**src/rtl/multicycle_controller_pkg.sv**
```systemverilog
// Shared encodings for the multicycle RV32I control unit.
// Holds the state encodings, ALU operation codes, opcodes, datapath mux select codes,
// the internal control-word struct and the branch condition helper.
package multicycle_controller_pkg;

  localparam int unsigned STATE_W   = 4;
  localparam int unsigned ALUCTRL_W = 3;
  localparam int unsigned OP_W      = 7;
  localparam int unsigned FUNCT3_W  = 3;
  localparam int unsigned SEL_W     = 2;

  typedef enum logic [STATE_W-1:0] {
    S_FETCH    = 4'd0,
    S_DECODE   = 4'd1,
    S_MEMADR   = 4'd2,
    S_MEMREAD  = 4'd3,
    S_MEMWB    = 4'd4,
    S_MEMWRITE = 4'd5,
    S_EXECUTER = 4'd6,
    S_ALUWB    = 4'd7,
    S_EXECUTEI = 4'd8,
    S_JAL      = 4'd9,
    S_BRANCH   = 4'd10
  } state_e;

  typedef enum logic [1:0] {
    ALUOP_ADD   = 2'b00,
    ALUOP_SUB   = 2'b01,
    ALUOP_FUNCT = 2'b10
  } aluop_e;

  localparam logic [ALUCTRL_W-1:0] ALU_ADD = 3'b000;
  localparam logic [ALUCTRL_W-1:0] ALU_SUB = 3'b001;
  localparam logic [ALUCTRL_W-1:0] ALU_AND = 3'b010;
  localparam logic [ALUCTRL_W-1:0] ALU_OR  = 3'b011;
  localparam logic [ALUCTRL_W-1:0] ALU_XOR = 3'b100;
  localparam logic [ALUCTRL_W-1:0] ALU_SLL = 3'b101;
  localparam logic [ALUCTRL_W-1:0] ALU_SRL = 3'b110;
  localparam logic [ALUCTRL_W-1:0] ALU_SLT = 3'b111;

  localparam logic [OP_W-1:0] OP_LOAD   = 7'b0000011;
  localparam logic [OP_W-1:0] OP_STORE  = 7'b0100011;
  localparam logic [OP_W-1:0] OP_RTYPE  = 7'b0110011;
  localparam logic [OP_W-1:0] OP_ITYPE  = 7'b0010011;
  localparam logic [OP_W-1:0] OP_BRANCH = 7'b1100011;
  localparam logic [OP_W-1:0] OP_JAL    = 7'b1101111;

  localparam logic             ADR_PC        = 1'b0;
  localparam logic             ADR_ALUOUT    = 1'b1;
  localparam logic [SEL_W-1:0] RES_ALUOUT    = 2'b00;
  localparam logic [SEL_W-1:0] RES_DATA      = 2'b01;
  localparam logic [SEL_W-1:0] RES_ALURESULT = 2'b10;
  localparam logic [SEL_W-1:0] SRCA_PC       = 2'b00;
  localparam logic [SEL_W-1:0] SRCA_OLDPC    = 2'b01;
  localparam logic [SEL_W-1:0] SRCA_RS1      = 2'b10;
  localparam logic [SEL_W-1:0] SRCB_RS2      = 2'b00;
  localparam logic [SEL_W-1:0] SRCB_IMM      = 2'b01;
  localparam logic [SEL_W-1:0] SRCB_FOUR     = 2'b10;
  localparam logic [SEL_W-1:0] IMM_I         = 2'b00;
  localparam logic [SEL_W-1:0] IMM_S         = 2'b01;
  localparam logic [SEL_W-1:0] IMM_B         = 2'b10;
  localparam logic [SEL_W-1:0] IMM_J         = 2'b11;

  // State-decoded control word; branch marks the flag-qualified PC write.
  typedef struct packed {
    logic             pc_write;
    logic             branch;
    logic             adr_src;
    logic             mem_write;
    logic             ir_write;
    logic             reg_write;
    logic [SEL_W-1:0] result_src;
    logic [SEL_W-1:0] alu_src_a;
    logic [SEL_W-1:0] alu_src_b;
    aluop_e           alu_op;
  } ctrl_t;

  // Branch condition from funct3 and the ALU flags of the rs1-rs2 subtraction.
  function automatic logic branch_taken(input logic [FUNCT3_W-1:0] funct3,
                                        input logic zero, input logic n, input logic v);
    case (funct3)
      3'b000:  branch_taken = zero;
      3'b001:  branch_taken = ~zero;
      3'b100:  branch_taken = n ^ v;
      3'b101:  branch_taken = ~(n ^ v);
      default: branch_taken = 1'b0;
    endcase
  endfunction

endpackage

```
**src/rtl/multicycle_controller_if.sv**
```systemverilog
// Controller <-> datapath bundle: instruction fields and ALU flags in, control out.
// master: the controller; slave: the datapath (or a bench acting as one).
interface multicycle_controller_if;
  import multicycle_controller_pkg::*;

  logic [OP_W-1:0]      op;
  logic [FUNCT3_W-1:0]  funct3;
  logic                 funct7b5;
  logic                 Zero;
  logic                 N;
  logic                 V;
  logic                 PCWrite;
  logic                 AdrSrc;
  logic                 MemWrite;
  logic                 IRWrite;
  logic                 RegWrite;
  logic [SEL_W-1:0]     ResultSrc;
  logic [SEL_W-1:0]     ALUSrcA;
  logic [SEL_W-1:0]     ALUSrcB;
  logic [SEL_W-1:0]     ImmSrc;
  logic [ALUCTRL_W-1:0] ALUControl;
  logic [STATE_W-1:0]   StateOut;

  modport master (
    input  op, funct3, funct7b5, Zero, N, V,
    output PCWrite, AdrSrc, MemWrite, IRWrite, RegWrite, ResultSrc,
           ALUSrcA, ALUSrcB, ImmSrc, ALUControl, StateOut
  );

  modport slave (
    output op, funct3, funct7b5, Zero, N, V,
    input  PCWrite, AdrSrc, MemWrite, IRWrite, RegWrite, ResultSrc,
           ALUSrcA, ALUSrcB, ImmSrc, ALUControl, StateOut
  );
endinterface

```
**src/rtl/multicycle_controller_alu_decoder.sv**
```systemverilog
// alu_decoder: maps ALUOp, funct3, funct7b5 and op[5] to the 3-bit ALU operation code.
// Ports: alu_op_i, funct3_i, funct7b5_i, op5_i in; alu_control_c_o out (combinational).
module alu_decoder
  import multicycle_controller_pkg::*;
(
  input  aluop_e                alu_op_i,
  input  logic [FUNCT3_W-1:0]   funct3_i,
  input  logic                  funct7b5_i,
  input  logic                  op5_i,
  output logic [ALUCTRL_W-1:0]  alu_control_c_o
);

  always_comb begin
    alu_control_c_o = ALU_ADD;
    case (alu_op_i)
      ALUOP_ADD: alu_control_c_o = ALU_ADD;
      ALUOP_SUB: alu_control_c_o = ALU_SUB;
      ALUOP_FUNCT: begin
        case (funct3_i)
          // op[5] separates R-type from addi, whose bit 30 is immediate data.
          3'b000:  alu_control_c_o = (op5_i & funct7b5_i) ? ALU_SUB : ALU_ADD;
          3'b001:  alu_control_c_o = ALU_SLL;
          3'b010:  alu_control_c_o = ALU_SLT;
          3'b011:  alu_control_c_o = ALU_SLT;
          3'b100:  alu_control_c_o = ALU_XOR;
          3'b101:  alu_control_c_o = ALU_SRL;
          3'b110:  alu_control_c_o = ALU_OR;
          default: alu_control_c_o = ALU_AND;
        endcase
      end
      default: alu_control_c_o = ALU_ADD;
    endcase
  end

endmodule

```
**src/rtl/multicycle_controller.sv**
```systemverilog
// multicycle_controller: Moore FSM sequencing RV32I instructions through the multicycle datapath.
// Ports: clk, reset (sync, active-high); bus (master modport) carrying op/funct3/funct7b5 and
// ALU flags in, mux selects, write enables, ALUControl and StateOut out.
module multicycle_controller
  import multicycle_controller_pkg::*;
(
  input  logic                    clk,
  input  logic                    reset,
  multicycle_controller_if.master bus
);

  state_e state_q;
  state_e state_d;
  state_e dec_state;
  ctrl_t  ctrl;
  logic   taken;
  logic [ALUCTRL_W-1:0] alu_control;

  // State register.
  always_ff @(posedge clk) begin
    if (reset) state_q <= S_FETCH;
    else       state_q <= state_d;
  end

  // Next-state and control decode; under reset the outputs decode as FETCH.
  always_comb begin
    ctrl      = '0;
    state_d   = S_FETCH;
    dec_state = reset ? S_FETCH : state_q;
    case (dec_state)
      S_FETCH: begin
        ctrl.adr_src    = ADR_PC;
        ctrl.ir_write   = 1'b1;
        ctrl.alu_src_a  = SRCA_PC;
        ctrl.alu_src_b  = SRCB_FOUR;
        ctrl.alu_op     = ALUOP_ADD;
        ctrl.result_src = RES_ALURESULT;
        ctrl.pc_write   = 1'b1;
        state_d         = S_DECODE;
      end
      S_DECODE: begin
        ctrl.alu_src_a = SRCA_OLDPC;
        ctrl.alu_src_b = SRCB_IMM;
        ctrl.alu_op    = ALUOP_ADD;
        case (bus.op)
          OP_LOAD, OP_STORE: state_d = S_MEMADR;
          OP_RTYPE:          state_d = S_EXECUTER;
          OP_ITYPE:          state_d = S_EXECUTEI;
          OP_BRANCH:         state_d = S_BRANCH;
          OP_JAL:            state_d = S_JAL;
          default:           state_d = S_FETCH;
        endcase
      end
      S_MEMADR: begin
        ctrl.alu_src_a = SRCA_RS1;
        ctrl.alu_src_b = SRCB_IMM;
        ctrl.alu_op    = ALUOP_ADD;
        state_d        = (bus.op == OP_LOAD) ? S_MEMREAD : S_MEMWRITE;
      end
      S_MEMREAD: begin
        ctrl.result_src = RES_ALUOUT;
        ctrl.adr_src    = ADR_ALUOUT;
        state_d         = S_MEMWB;
      end
      S_MEMWB: begin
        ctrl.result_src = RES_DATA;
        ctrl.reg_write  = 1'b1;
        state_d         = S_FETCH;
      end
      S_MEMWRITE: begin
        ctrl.result_src = RES_ALUOUT;
        ctrl.adr_src    = ADR_ALUOUT;
        ctrl.mem_write  = 1'b1;
        state_d         = S_FETCH;
      end
      S_EXECUTER: begin
        ctrl.alu_src_a = SRCA_RS1;
        ctrl.alu_src_b = SRCB_RS2;
        ctrl.alu_op    = ALUOP_FUNCT;
        state_d        = S_ALUWB;
      end
      S_ALUWB: begin
        ctrl.result_src = RES_ALUOUT;
        ctrl.reg_write  = 1'b1;
        state_d         = S_FETCH;
      end
      S_EXECUTEI: begin
        ctrl.alu_src_a = SRCA_RS1;
        ctrl.alu_src_b = SRCB_IMM;
        ctrl.alu_op    = ALUOP_FUNCT;
        state_d        = S_ALUWB;
      end
      S_JAL: begin
        ctrl.alu_src_a  = SRCA_OLDPC;
        ctrl.alu_src_b  = SRCB_FOUR;
        ctrl.alu_op     = ALUOP_ADD;
        ctrl.result_src = RES_ALUOUT;
        ctrl.pc_write   = 1'b1;
        state_d         = S_ALUWB;
      end
      S_BRANCH: begin
        ctrl.alu_src_a  = SRCA_RS1;
        ctrl.alu_src_b  = SRCB_RS2;
        ctrl.alu_op     = ALUOP_SUB;
        ctrl.result_src = RES_ALUOUT;
        ctrl.branch     = 1'b1;
        state_d         = S_FETCH;
      end
      default: state_d = S_FETCH;
    endcase
  end

  // Flags are used combinationally in the BRANCH cycle only.
  assign taken = branch_taken(bus.funct3, bus.Zero, bus.N, bus.V);

  alu_decoder u_alu_decoder (
    .alu_op_i        (ctrl.alu_op),
    .funct3_i        (bus.funct3),
    .funct7b5_i      (bus.funct7b5),
    .op5_i           (bus.op[5]),
    .alu_control_c_o (alu_control)
  );

  // Immediate format follows the opcode alone.
  always_comb begin
    bus.ImmSrc = IMM_I;
    case (bus.op)
      OP_STORE:  bus.ImmSrc = IMM_S;
      OP_BRANCH: bus.ImmSrc = IMM_B;
      OP_JAL:    bus.ImmSrc = IMM_J;
      default:   bus.ImmSrc = IMM_I;
    endcase
  end

  // Architectural writes are suppressed for the whole reset cycle.
  assign bus.PCWrite    = ~reset & (ctrl.pc_write | (ctrl.branch & taken));
  assign bus.IRWrite    = ~reset & ctrl.ir_write;
  assign bus.RegWrite   = ~reset & ctrl.reg_write;
  assign bus.MemWrite   = ~reset & ctrl.mem_write;
  assign bus.AdrSrc     = ctrl.adr_src;
  assign bus.ResultSrc  = ctrl.result_src;
  assign bus.ALUSrcA    = ctrl.alu_src_a;
  assign bus.ALUSrcB    = ctrl.alu_src_b;
  assign bus.ALUControl = alu_control;
  assign bus.StateOut   = state_q;

endmodule
```
**src/flat_wrapper.sv**
```systemverilog
// flat-port wrapper written by rule: the top's interface ports become plain ports
module multicycle_controller_flat import multicycle_controller_pkg::*;
  (clk, reset, bus_op, bus_funct3, bus_funct7b5, bus_Zero, bus_N, bus_V, bus_PCWrite, bus_AdrSrc, bus_MemWrite, bus_IRWrite, bus_RegWrite, bus_ResultSrc, bus_ALUSrcA, bus_ALUSrcB, bus_ImmSrc, bus_ALUControl, bus_StateOut);
  multicycle_controller_if bus_i ();
  input  logic clk;
  input  logic reset;
  input wire logic [$bits(bus_i.op)-1:0] bus_op;
  input wire logic [$bits(bus_i.funct3)-1:0] bus_funct3;
  input wire logic [$bits(bus_i.funct7b5)-1:0] bus_funct7b5;
  input wire logic [$bits(bus_i.Zero)-1:0] bus_Zero;
  input wire logic [$bits(bus_i.N)-1:0] bus_N;
  input wire logic [$bits(bus_i.V)-1:0] bus_V;
  output wire logic [$bits(bus_i.PCWrite)-1:0] bus_PCWrite;
  output wire logic [$bits(bus_i.AdrSrc)-1:0] bus_AdrSrc;
  output wire logic [$bits(bus_i.MemWrite)-1:0] bus_MemWrite;
  output wire logic [$bits(bus_i.IRWrite)-1:0] bus_IRWrite;
  output wire logic [$bits(bus_i.RegWrite)-1:0] bus_RegWrite;
  output wire logic [$bits(bus_i.ResultSrc)-1:0] bus_ResultSrc;
  output wire logic [$bits(bus_i.ALUSrcA)-1:0] bus_ALUSrcA;
  output wire logic [$bits(bus_i.ALUSrcB)-1:0] bus_ALUSrcB;
  output wire logic [$bits(bus_i.ImmSrc)-1:0] bus_ImmSrc;
  output wire logic [$bits(bus_i.ALUControl)-1:0] bus_ALUControl;
  output wire logic [$bits(bus_i.StateOut)-1:0] bus_StateOut;
  assign bus_i.op = bus_op;
  assign bus_i.funct3 = bus_funct3;
  assign bus_i.funct7b5 = bus_funct7b5;
  assign bus_i.Zero = bus_Zero;
  assign bus_i.N = bus_N;
  assign bus_i.V = bus_V;
  assign bus_PCWrite = bus_i.PCWrite;
  assign bus_AdrSrc = bus_i.AdrSrc;
  assign bus_MemWrite = bus_i.MemWrite;
  assign bus_IRWrite = bus_i.IRWrite;
  assign bus_RegWrite = bus_i.RegWrite;
  assign bus_ResultSrc = bus_i.ResultSrc;
  assign bus_ALUSrcA = bus_i.ALUSrcA;
  assign bus_ALUSrcB = bus_i.ALUSrcB;
  assign bus_ImmSrc = bus_i.ImmSrc;
  assign bus_ALUControl = bus_i.ALUControl;
  assign bus_StateOut = bus_i.StateOut;
  multicycle_controller u_core (.clk(clk), .reset(reset), .bus(bus_i));
endmodule
```
**config.mk**
```make
export PLATFORM = sky130hd
export DESIGN_NAME = multicycle_controller_flat
export DESIGN_NICKNAME = d
export VERILOG_FILES = /design/src/rtl/multicycle_controller_pkg.sv /design/src/rtl/multicycle_controller_if.sv /design/src/rtl/multicycle_controller_alu_decoder.sv /design/src/rtl/multicycle_controller.sv /design/src/flat_wrapper.sv
export SDC_FILE = /design/constraint.sdc
export NUM_CORES = 1
export LEC_CHECK = 0
export CORE_MARGIN = 5
export CORE_UTILIZATION = 33
export CTS_CLUSTER_DIAMETER = 120
export CTS_CLUSTER_SIZE = 8
export DETAILED_ROUTE_END_ITERATION = 8
export PLACE_DENSITY = 0.74
export SYNTH_ARGS = -nofsm -noshare
export SYNTH_HDL_FRONTEND = slang
export SYNTH_SLANG_ARGS = --single-unit
export TNS_END_PERCENT = 50
```
**constraint.sdc**
```tcl
create_clock -name clk -period 1.7 [get_ports clk]
set_input_delay 0.34 -clock clk [delete_from_list [all_inputs] [get_ports clk]]
set_output_delay 0.34 -clock clk [all_outputs]
set_load 0.02 [all_outputs]
```
; ---- Word level (Yosys, flattened, before mapping)
; Cells that the tools add are included.
[totals]
register_bits = 4
latchBits = 0
ram_bits = 0
mem_bits_ro = 0
inputBits = 16
output_inout_bits = 20
elab_cells = 61
memories = 0
[op_classes]
add_sub_neg = 0
mul = 0
n_div = 0
n_lt_le_gt_ge = 0
n_eq_ne = 24
n_shift = 0
n_mux = 17
bitwise_logic = 11
n_reduce_logical = 8
[op_table]
columns = operator, count
row1 = $pmux 6 s7, 1
row2 = $pmux 4 s5, 2
row3 = $pmux 3 s6, 1
row4 = $eq 4x3->1 const B, 4
row5 = $eq 7x6->1 const B, 2
row6 = $eq 7x7->1 const B, 2
row7 = $eq 4x4->1 const B, 3
row8 = $reduce_or 2->1, 5
row9 = $eq 3x3->1 const B, 3
row10 = $eq 4x2->1 const B, 2
row11 = $eq 7x2->1 const B, 1
row12 = $eq 7x5->1 const B, 1
row13 = $mux 1, 7
row14 = $and 1x1->1, 6
row15 = $eq 3x2->1 const B, 2
row16 = $pmux 2 s3, 1
row17 = $pmux 3 s2, 1
row18 = $eq 4x1->1 const B, 1
row19 = $logic_not 4->1, 1
row20 = $mux 4, 1
row21 = $pmux 1 s4, 1
row22 = $pmux 2 s2, 1
row23 = $eq 3x1->1 const B, 1
row24 = $logic_not 3->1, 1
row25 = other kinds (7), 9

; ---- Logic depth before layout (Yosys ltp)
; Gate-level depths: netlist of the first run.
[logic_depth]
ltp_word = 6
mapped_depth = 9

; ---- By module
; A second synthesis of the first run with hierarchy kept.
[hier_totals]
hier_cells = 96
hier_area_um2 = 683.2
[by_module_without_submodules]
columns = module, instances, cells_per_inst, area_per_inst_um2
row1 = multicycle_controller, 1, 81, 595.6
row2 = alu_decoder, 1, 15, 87.6

; ---- Worst setup path before layout of the first run
; OpenSTA, ideal clock, no wires.
[synth_timing]
kind = register -> output
startpoint = reg u_core.state_q[1], in the netlist u_core.bus.StateOut[1]
endpoint = out bus_ALUControl[2]
arrival_ns = 2.565
required_ns = 1.360
setup_slack_ns = -1.205
path_stages_with_launch = 8
path_buffers = 1
path_cell_list = dfxtp_1 > buf_1 > and2b_2 > nand2_1 > nand2_1 > and2_1 > ha_1 > a2111oi_0
[synth_between]
elab_chain_len = 5
elab_cells_between_ends = 12
classes_between = eq/ne: 8 / mux: 3 / reduce/logical: 1
[synth_lines]
columns = element, line_no
row1 = start: declaration, multicycle_controller.sv:12  ; state_e state_q;
row2 = start signal: assignment, multicycle_controller.sv:22  ; else state_q <= state_d;
row3 = $mux 4 *, multicycle_controller.sv:29  ; dec_state = reset ? S_FETCH : state_q;
row4 = "$eq 4x4->1, or another cell as far along", multicycle_controller.sv:30  ; case (dec_state)
row5 = $pmux 6 s7 *, multicycle_controller.sv:30
row6 = $eq 2x2->1 / $eq 2x1->1 (equally long branches), multicycle_controller_alu_decoder.sv:15  ; case (alu_op_i)
row7 = $pmux 3 s2 *, multicycle_controller_alu_decoder.sv:15
row8 = end: declaration, flat_wrapper.sv:22  ; output wire logic [$bits(bus_i.ALUControl)-1:0] bus_ALUControl;
; Every way passes the cells marked *; elsewhere a longest branch is shown, timed or not.

; ---- Final worst setup path of the first run
; Ends and elaborated chain as after synthesis.

==> summary.log, run 1 <==
qor: run_status.status finished, violations left
qor: run_status.violations setup timing
qor: sta.worst-slew-pin-transition 0.4107 ns
qor: clock_tree.clk_transition_reported_paths 0.05 ns
qor: sta.unrepaired_setup_endpoints_after_global_routing yes
qor: clock_tree.clk_root_buffer_cell sky130_fd_sc_hd__clkbuf_4
qor: floorplan.floorplan.initialDensity 0.3511
qor: clock_tree.clk_path_buf_depth 2
qor: logic_synthesis.count_of_flip_flops_with_a_built_in_enable_after_synthesis 0
qor: worst_setup_path.cp-start-kind flop
qor: worst_setup_path.timing_worst_setup_path_type reg -> out
qor: finish.post_layout_nonfiller_instances 193
qor: power.ir_worst_vdd 0.0003959 V
qor: logic_synthesis.dominantRegCellSynth sky130_fd_sc_hd__dfxtp_1
qor: logic_synthesis.synth_largest_type_area_fraction 0.1293
qor: detailed_routing.post_drt_wl_per_cell 16.77 µm
qor: hold_path.worst_hold_path_type in -> reg
qor: flow_run.drv_cap 0
qor: clock_tree.numCtsBuffers 3
qor: hold_path.whs_path_depth 3
qor: floorplan.core_area 0.001764 mm²
qor: logic_synthesis.synth_area_leaders sky130_fd_sc_hd__dfxtp_1, sky130_fd_sc_hd__nor2_1, sky130_fd_sc_hd__a21oi_1, sky130_fd_sc_hd__ha_1, sky130_fd_sc_hd__xnor2_1
qor: clock_tree.cts.hold.buffers_added 0
qor: power.p_leak 0.0006812 µW
qor: logic_synthesis.proportion_of_synthesized_flip_flops_having_asynchronous_set_or_reset 0
qor: sta.relSlewSlack 0.7241
qor: logic_synthesis.yosys.area.top_type sky130_fd_sc_hd__dfxtp_1
qor: worst_setup_path.worst_r2r_endpoint u_core.bus.StateOut[1]$_SDFF_PP0_
qor: finish.fill_cell_instance_count_of_the_final_layout 110
qor: floorplan.die-width 53.32 µm
qor: logic_synthesis.postSynthNetCount 110
qor: global_route.grt_overflow 0
qor: finish.nets 188
qor: placement.gp_congestion 0.8525
qor: detailed_routing.drt.antenna.violating_nets 0
qor: floorplan.floorplan.die.height 53.32 µm
qor: finish.areaGrowthSynthToFinish 138.2%
qor: worst_setup_path.worst_setup_path_startpoint u_core.bus.StateOut[1]$_SDFF_PP0_
qor: floorplan.num_rows 15
qor: power.power_per_cell_area 315.9 mW/mm²
qor: logic_synthesis.synthDistinctLibCells 36
qor: finish.multiInputGateArea 674.4 µm²
qor: detailed_routing.via_count 1036
qor: sta.slew_viols_final 0
qor: placement.dp.cells 179
qor: floorplan.io-pin-count 36
qor: worst_setup_path.worstReg2RegStart u_core.bus.StateOut[0]$_SDFF_PP0_
qor: sta.finalCriticalPeriod 2.085 ns
qor: logic_synthesis.post_synthesis_register_bit_count 4
qor: finish.mostFrequentLayoutCells sky130_fd_sc_hd__buf_4, sky130_fd_sc_hd__dlygate4sd2_1, sky130_fd_sc_hd__buf_6, sky130_fd_sc_hd__nor2_1, sky130_fd_sc_hd__a21oi_1
qor: placement.port_buffers 35
qor: worst_setup_path.timing.critical_path.to_type output port
qor: finish.layout-drive-gt1-share 0.5774
qor: logic_synthesis.synth.avg_cell_area 6.806 µm²
qor: detailed_routing.dr.first_iter.drc_count 46
qor: worst_setup_path.cp_max_fo 5
qor: sta.finalWorstSetupSlack -0.3847 ns
qor: hold_path.whs_endpoint u_core.bus.StateOut[2]$_SDFF_PP0_
qor: worst_setup_path.worst_ep_required_time 1.36 ns
qor: clock_tree.clkLatencyLatePin 0.25 ns
qor: sta.hold_viol_final 0
qor: placement.dp_hpwl 2032 µm
qor: sta.final_min_period_over_clock_period 1.226
qor: finish.antennaDiodeCount 0
qor: worst_setup_path.worst-r2r-cell-count 6
qor: sta.max_clock_freq 479.7 MHz
qor: hold_path.min_from bus_op[5]
qor: global_route.grt_first_pass_wirelength 4519 µm
qor: detailed_routing.totalWireLength 3236 µm
qor: detailed_routing.count_of_unresolved_drc_violations_after_routing 0
qor: finish.register_area 90.09 µm²
qor: global_route.grt_start_max_net_pins 10
qor: logic_synthesis.synth_cells 91
qor: finish.layout.cells.most_common sky130_fd_sc_hd__buf_4
qor: logic_synthesis.synth_seq_area_share 0.1293
qor: worst_setup_path.regToRegSetupSlack -0.11 ns
qor: detailed_routing.routed_via_density 5.368
qor: clock_tree.tritoncts yes
qor: global_route.global_route.usage.total 0.2173
qor: clock_tree.cts.sink_count 4
qor: logic_synthesis.yosysWarningCount 0
qor: global_route.first_global_vias 1048
qor: worst_setup_path.arrival_time_of_data_at_the_critical_path_endpoint 1.74 ns
qor: sta.setup_viol 12
qor: floorplan.die_area 0.002843 mm²
qor: finish.largest_register_ff_count 4
qor: sta.fin_skew 0.009520 ns
qor: clock_tree.htreeDepth 1
qor: detailed_routing.drt_pass1_iterations 4
qor: global_route.grt_antenna_before_repair 0
qor: logic_synthesis.summed_instance_area_of_the_synthesized_netlist 619.3 µm²
qor: sta.setup-tns-final -2.040 ns
what timing repair did:
item	4_1_cts	5_1_grt
gates resized for setup	108	20
setup buffers	8	2
pin swaps	12	7
setup endpoints to repair	22	17
gates cloned	1	0
where the power goes:
part	internal (µW)	switching, µW
combinational	119	108
clock	88.8	50.9
sequential	95.3	3.99
worst max path at each step:
stage | slack, ns | to | depth (start not counted)
after global routing | -0.46 | bus_ALUControl[2] | 8
after CTS | -0.36 | bus_ALUControl[2] | 8
after detailed placement | -0.92 | bus_ALUSrcA[1] | 8
after floorplan | -0.13 | bus_ALUControl[2] | 8
final | -0.38 | bus_ALUControl[2] | 8
after global placement | -0.87 | bus_ALUSrcA[1] | 8
Yosys cell counts (all sizes together), types with 3 or more instances:
cell,count
xnor2,4
and2,3
nand3,3
o21ai,4
ha,3
nand2,8
dfxtp,4
buf,4
nor2b,3
nor2,12
nor3,6
a21oi,8
inv,4
worst max-delay path: stages (launching register included):
cell and delay [ns]:
sky130_fd_sc_hd__dfxtp_4 0.38, sky130_fd_sc_hd__and2b_2 0.17, sky130_fd_sc_hd__nand2_2 0.06, sky130_fd_sc_hd__nand2_2 0.08
sky130_fd_sc_hd__and2_4 0.15, sky130_fd_sc_hd__ha_4 0.15, sky130_fd_sc_hd__inv_4 0.04, sky130_fd_sc_hd__a2111oi_4 0.26
sky130_fd_sc_hd__buf_4 0.19
through the flow:
| step | hold WS [ns] | util | power, µW | setup WS [ns] | instance area [µm²] |
|---|---|---|---|---|---|
| after floorplan | 0.4577 | - | 180.7 | -0.1311 | 694.4 |
| after global placement | 0.6909 | 0.7298 | 294.6 | -0.8713 | 1287 |
| after detailed placement | 0.7062 | 0.7298 | 298.9 | -0.9238 | 1287 |
| after CTS | 0.5694 | 0.8021 | 452.1 | -0.3593 | 1415 |
| after global routing | 0.6203 | 0.8362 | 489.5 | -0.4552 | 1475 |
| final | 0.6132 | 0.8362 | 466.0 | -0.3847 | 1475 |
layer usage:
layer	global-route usage	part of all wire	up-vias	routed length [µm]
met5	0	0	-	0
met2	0.3980	0.51	58	1652
met1	0.2304	0.38	482	1226
met3	0.05070	0.075	12	243
li1	-	-	484	-
met4	0.09787	0.035	0	114
layout make-up:
cell class,instances,area share
multi-input combinational,79,0.4572
timing repair buffer,77,0.4309
sequential,4,0.06107
tap,25,0.02120
clock buffer,4,0.01781
inverter,4,0.01187
kinds of logic after synthesis:
group | after synthesis | synth area share
adders and majority gates | 3 | 0.06061
xor gates and xnor gates | 6 | 0.08485
DFF | 4 | 0.1293
AOI/OAI and AO/OA | 23 | 0.2425
and+or+nand+nor | 47 | 0.4303
buffers and inverters | 8 | 0.05252
(Power assumes the default switching activity.)
==> run 2, diff against run 1 <==
- SLEW_MARGIN: unset -> 40
==> results of run 2 <==
Final layout, timing and power as in run 1 (identical DEF).
==> run 3, diff against run 2 <==
- CAP_MARGIN: unset -> 20
==> results of run 3 <==
Final layout, timing and power as in run 1 (identical DEF).
